**src/rtl/xulie_detect_param.sv**
```systemverilog
// Parametrised serial sequence detector: registered one-cycle match pulse,
// saturating match counter and an armed flag. Latency: Dout one cycle after the final pattern bit.
// No backpressure; Din_en=0 freezes history/fill/counter and drops Dout. Optional macro: XULIE_PROG_PAT_EN.
module xulie_detect_param #(
  parameter int          PAT_W   = 4,
  parameter logic [15:0] PATTERN = 16'b1110,
  parameter bit          OVERLAP = 1'b1,
  parameter int          CNT_W   = 8
) (
  input  logic             clk,
  input  logic             reset,
  input  logic             Din,
  input  logic             Din_en,
`ifdef XULIE_PROG_PAT_EN
  input  logic             pat_load,
  input  logic [PAT_W-1:0] pat_in,
`endif
  output logic             Dout,
  output logic [CNT_W-1:0] match_cnt,
  output logic             armed
);

  localparam int FILL_W = $clog2(PAT_W + 1);
  localparam logic [FILL_W-1:0] FILL_MAX = FILL_W'(PAT_W);
  localparam logic [FILL_W-1:0] FILL_ARM = FILL_W'(PAT_W - 1);

  // Reject pattern widths the history/fill logic is not built for.
  generate
    if ((PAT_W < 2) || (PAT_W > 16)) begin : g_bad_pat_w
      $error("xulie_detect_param: PAT_W must be in 2..16");
    end
  endgenerate

  logic [PAT_W-1:0]  hist;
  logic [PAT_W-1:0]  nxt;
  logic [PAT_W-1:0]  pat;
  logic [FILL_W-1:0] fill;
  logic [FILL_W-1:0] fill_nxt;
  logic              hit;

`ifdef XULIE_PROG_PAT_EN
  logic [PAT_W-1:0] pat_reg;

  // Active pattern register; a load takes effect from the following edge.
  always_ff @(posedge clk or negedge reset) begin
    if (!reset) begin
      pat_reg <= PATTERN[PAT_W-1:0];
    end else if (pat_load) begin
      pat_reg <= pat_in;
    end
  end

  assign pat = pat_reg;
`else
  assign pat = PATTERN[PAT_W-1:0];
`endif

  // Next history word, match decision and next fill level for a valid bit.
  always_comb begin
    nxt      = {hist[PAT_W-2:0], Din};
    hit      = (nxt == pat) && (fill >= FILL_ARM);
    fill_nxt = fill;
    if (hit && !OVERLAP) begin
      fill_nxt = '0;
    end else if (fill != FILL_MAX) begin
      fill_nxt = fill + FILL_W'(1);
    end
  end

  // History, fill level, match pulse and saturating counter.
  always_ff @(posedge clk or negedge reset) begin
    if (!reset) begin
      hist      <= '0;
      fill      <= '0;
      Dout      <= 1'b0;
      match_cnt <= '0;
    end else begin
`ifdef XULIE_PROG_PAT_EN
      if (pat_load) begin
        hist <= '0;
        fill <= '0;
        Dout <= 1'b0;
      end else
`endif
      if (Din_en) begin
        hist <= nxt;
        fill <= fill_nxt;
        Dout <= hit;
        if (hit && (match_cnt != '1)) begin
          match_cnt <= match_cnt + CNT_W'(1);
        end
      end else begin
        Dout <= 1'b0;
      end
    end
  end

  // Enough valid bits are held that the next one can complete a match.
  assign armed = (fill >= FILL_ARM);

endmodule

```
**config.mk**
```make
export PLATFORM = sky130hd
export DESIGN_NAME = xulie_detect_param
export DESIGN_NICKNAME = d
export VERILOG_FILES = /design/src/rtl/xulie_detect_param.sv
export SDC_FILE = /design/constraint.sdc
export NUM_CORES = 1
export LEC_CHECK = 0
export CAP_MARGIN = 10
export CORE_MARGIN = 1
export CORE_UTILIZATION = 25
export DETAILED_ROUTE_END_ITERATION = 12
export GPL_ROUTABILITY_DRIVEN = 0
export PLACE_DENSITY = 0.42
export SLEW_MARGIN = 20
export SYNTH_ARGS = -nofsm -noshare
export SYNTH_HDL_FRONTEND = slang
export SYNTH_SLANG_ARGS = --single-unit
```
**constraint.sdc**
```tcl
create_clock -name clk -period 2.2 [get_ports clk]
set_input_delay 0.33 -clock clk [delete_from_list [all_inputs] [get_ports clk]]
set_output_delay 0.33 -clock clk [all_outputs]
set_load 0.005 [all_outputs]
```
Word level (Yosys, flattened, before mapping):

Index checks and enable logic that the tools add are counted.

* logic and storage cells: 15
* output and inout bits: 10
* flip-flop bits (word level): 15
* input bits: 4

* $lt $le $gt $ge: 1
* equality and inequality tests: 3
* $add $sub $neg: 2
* reductions and logical operators: 4
* multiplexer cells: 1

Operators with widths (count)
* $add A8 B1 Y8 const B: 1
* $ne A8 B8 Y1 const B: 1
* $eq A4 B4 Y1 const B: 1
* $reduce_and A2 Y1: 2
* $add A3 B1 Y3 const B: 1
* $ge A3 B2 Y1 const B: 1
* $ne A3 B3 Y1 const B: 1
* $logic_and A1 B1 Y1: 2
* $mux W1: 1

Logic depth before layout (Yosys ltp):

* word-level depth: 4
* gate-level depth with buffers: 6
* gate-level depth less buffers: 6

Worst setup path before layout:

No wires, ideal clock.

* path kind: register -> register
* from: reg fill[0]
* to: reg match_cnt[1]
* arrival: 1.579 ns
* slack: 0.494 ns
* required time: 2.072 ns
* cell stages (with the launch flop): 7
* path through: dfrtp_1 > ha_1 > ha_1 > a211o_1 > nor4b_4 > nand2_1 > mux2_1

* cells in the longest elaborated chain, start to end: 4

RTL lines
* from (decl): RTL line 37 `logic [FILL_W-1:0] fill;`
* from (signal assigned): RTL line 87 `fill <= fill_nxt;`
* $ge A3 B2 Y1
* via armed: RTL line 20 `output logic armed`
* $logic_and A1 B1 Y1: RTL line 61 `hit = (nxt == pat) && (fill >= FILL_ARM);`
* $logic_and A1 B1 Y1: RTL line 89 `if (hit && (match_cnt != '1)) begin`
* $reduce_and A2 Y1 (no line)
* to (signal assigned): RTL line 90 `match_cnt <= match_cnt + CNT_W'(1);`
* to (decl): RTL line 19 `output logic [CNT_W-1:0] match_cnt,`

The timed path passes the listed nets, and every way through them passes these cells.
A chain may end at the register's enable or synchronous reset.

Worst setup path after layout:

* from: reg fill[0]
* to: out armed

* cells in the longest elaborated chain, start to end: 1

RTL lines
* $ge A3 B2 Y1: RTL line 99 `assign armed = (fill >= FILL_ARM);`
* to (decl): RTL line 20

Every way passes these cells.

==> reports/qor.yml <==
cts_tree: "built"
power_density_nw_per_um2: 887
critPathKind: "reg -> out"
track_usage: 0.103
ys.warnings.count: 0
via_per_inst: 4.50
worstSetupStartpointType: "flip-flop"
antenna_found_initial: 0
place_ws_ns: 0.256
synth-simple-area-share: 0.159
syn_to_final_growth_pct: 31.4
antenna_cells: 0
worst_path_most_repeated_cell: "ha_1"
synth_edf_count: 0
cts_max_level: 1
wl_per_cell_um: 12.2
final.setup.tns_ns: 0
grt_max_degree: 16
firstDrtPassIters: 2
fp.dieArea_um2: 3010
io_pins: 14
synthTopCellsByCount: "dfrtp_1, xnor2_1, nand4_1"
cts-root-buf: "clkbuf_4"
finalClockSkew_ns: 0.00519
p_leak_uw: 0.000414
synth-compound-area-share: 0.0412
initial_core_util: 0.272
grt_pass1_vias: 476
cap_viol_max_count: 0
finalCritPeriodShare: 0.838
min_period_ns: 1.84
worstReg2RegEnd: "match_cnt[1]$_DFFE_PN0P_"
wl_um: 1300
synth_fa_ha_area_frac: 0.0717
r2r_slack_ns: 0.42
syn_inst: 56
fp-row-count: 18
critPathMaxStageDelay_ns: 0.41
cts_sinks: 15
async_flop_share: 1.00
crit_chain: "ha_1 > ha_1 > a211o_1 > dlymetal6s2s_1"
final_net_count: 85
crit-reg2reg-launch: "fill[0]$_DFFE_PN0P_"
synth_area_leader_cell: "dfrtp_1"
grt_overflow: 0
final_max_slew_viol_count: 0
crit_path_end_kind: "primary output"
clk_pin_slew_ns: 0.09
dpl-instance-area_um2: 881
design.core.area_um2: 2570
syn_area_um2: 698
layout_setup_ws_ns: 0.357
relSlewSlack: 0.810
cts_buffers: 3
route.detailed.drc: 0
finalPower_uw: 813
cpMaxStageDelayCell: "dfrtp_1"
synth_fp_nets: 64
synth_area_leaders: "dfrtp_1, xnor2_1, ha_1"
synth_xor_area_frac: 0.0878
cp.required_ns: 1.87
synth_most_common_cell: "dfrtp_1"
ir_drop_v: 0.000401
status: "completed"
arrival_ns: 1.51
crit_fanout: 3
dieWidth_um: 54.8
setup_viol: 0
ant_nets: 0
finalHoldViolations: 0
holdWs_ns: 0.342
clk_latency_ns: 0.29
fmax_ghz: 0.542
design_area_um2: 917
synth.area.mux_share: 0.0806
synth_seq_cells: 15
yosysSeqAreaShare: 0.538
cts_hold_buf: 0
rsz0062_at_grt: "no"
worst_pin_slew_ns: 0.284
hold_path.class: "in -> async"
die_y_um: 54.8
io_buffers: 13
drtIter0Drc: 6
drive_gt1_frac: 0.145
vias: 477
synth.avg_cell_area_um2: 12.5
yosysTopAreaCellShare: 0.538
cts_buffer_depth: 2
yosysUniqueCellTypes: 18
synth_ff_type: "dfrtp_1"
dp_hpwl_um: 954
synth_top_family_by_area: "simple AND/OR/NAND/NOR gates"
grt_pass1_wl_um: 2010
reg2reg_depth: 6
-- layout by cell type, fill, tap and decap left out, types with 3 or more instances in the layout --
cell	n
mux2_2	3
clkbuf_4	3
inv_1	3
buf_4	3
nand4_1	5
ha_1	4
nand3_1	3
xnor2_1	7
o21ai_0	3
clkdlybuf4s50_1	12
dfrtp_1	15
-- critical path: cells and delay by family (launching register included) --
family,cells,cell delay [ns]
DFF,1,0.41
adders and majority gates,2,0.38
AOI/OAI and AO/OA,1,0.28
buffers and inverters,1,0.15
-- cell families (layout without fill, tap and decap cells) --
logic type | Yosys count | count (layout)
flip-flops | 15 | 15
multiplexers | 5 | 5
XOR/XNOR | 7 | 7
buffers and inverters | 4 | 24
AND/OR/NAND/NOR | 16 | 16
adder cells (fa/ha/maj) | 4 | 4
AO/OA/AOI/OAI | 5 | 5
-- stage by stage --
stage,cells,utilization
final,106,0.357
after global routing,106,0.357
after CTS,105,0.353
after detailed placement,101,0.343
after global placement,101,0.343
after floorplan,56,-
-- sequential cells by signal, indices dropped and copies added (netlist names) --
| register | flops |
|---|---|
| Dout | 1 |
| hist | 3 |
| match_cnt | 8 |
| fill | 3 |
-- worst max-delay path by stage --
stage               cells past startpoint                start                  endpoint
global route                            4  fill[0]$_DFFE_PN0P_                     armed
finish                                  4  fill[0]$_DFFE_PN0P_                     armed
CTS                                     4  fill[0]$_DFFE_PN0P_                     armed
global placement                        5               Din_en  match_cnt[1]$_DFFE_PN0P_
floorplan                               6  fill[0]$_DFFE_PN0P_  match_cnt[1]$_DFFE_PN0P_
detailed placement                      5               Din_en  match_cnt[1]$_DFFE_PN0P_
-- what timing repair did --
action                     4_1_cts  5_1_grt
setup endpoints to repair        0        1
gates resized for setup          0        1
hold endpoints to repair         0        0
setup buffers                    0        1
-- power by group --
part / switching [µW] / internal, µW / leakage [µW] / total [µW]
sequential: 52.1 / 334 / 0.000194 / 386
combinational: 106 / 158 / 0.000205 / 264
clock: 92.6 / 70.5 / 0.0000150 / 163
-- final cells by class --
type	instances	area, µm²
Inverter	4	15.0
Timing Repair Buffer	16	155
Clock buffer	4	26.3
Multi-Input combinational cell	37	308
Tap cell	30	37.5
Fill cell	277	1650
Sequential cell	15	375
-- per-layer routing --
metal / routed length, µm / global-route usage
met1: 589 / 0.112
met2: 609 / 0.165
met4: 15 / 0.0385
met5: 0 / 0
met3: 84 / 0.0583
(Power assumes the default switching activity.)
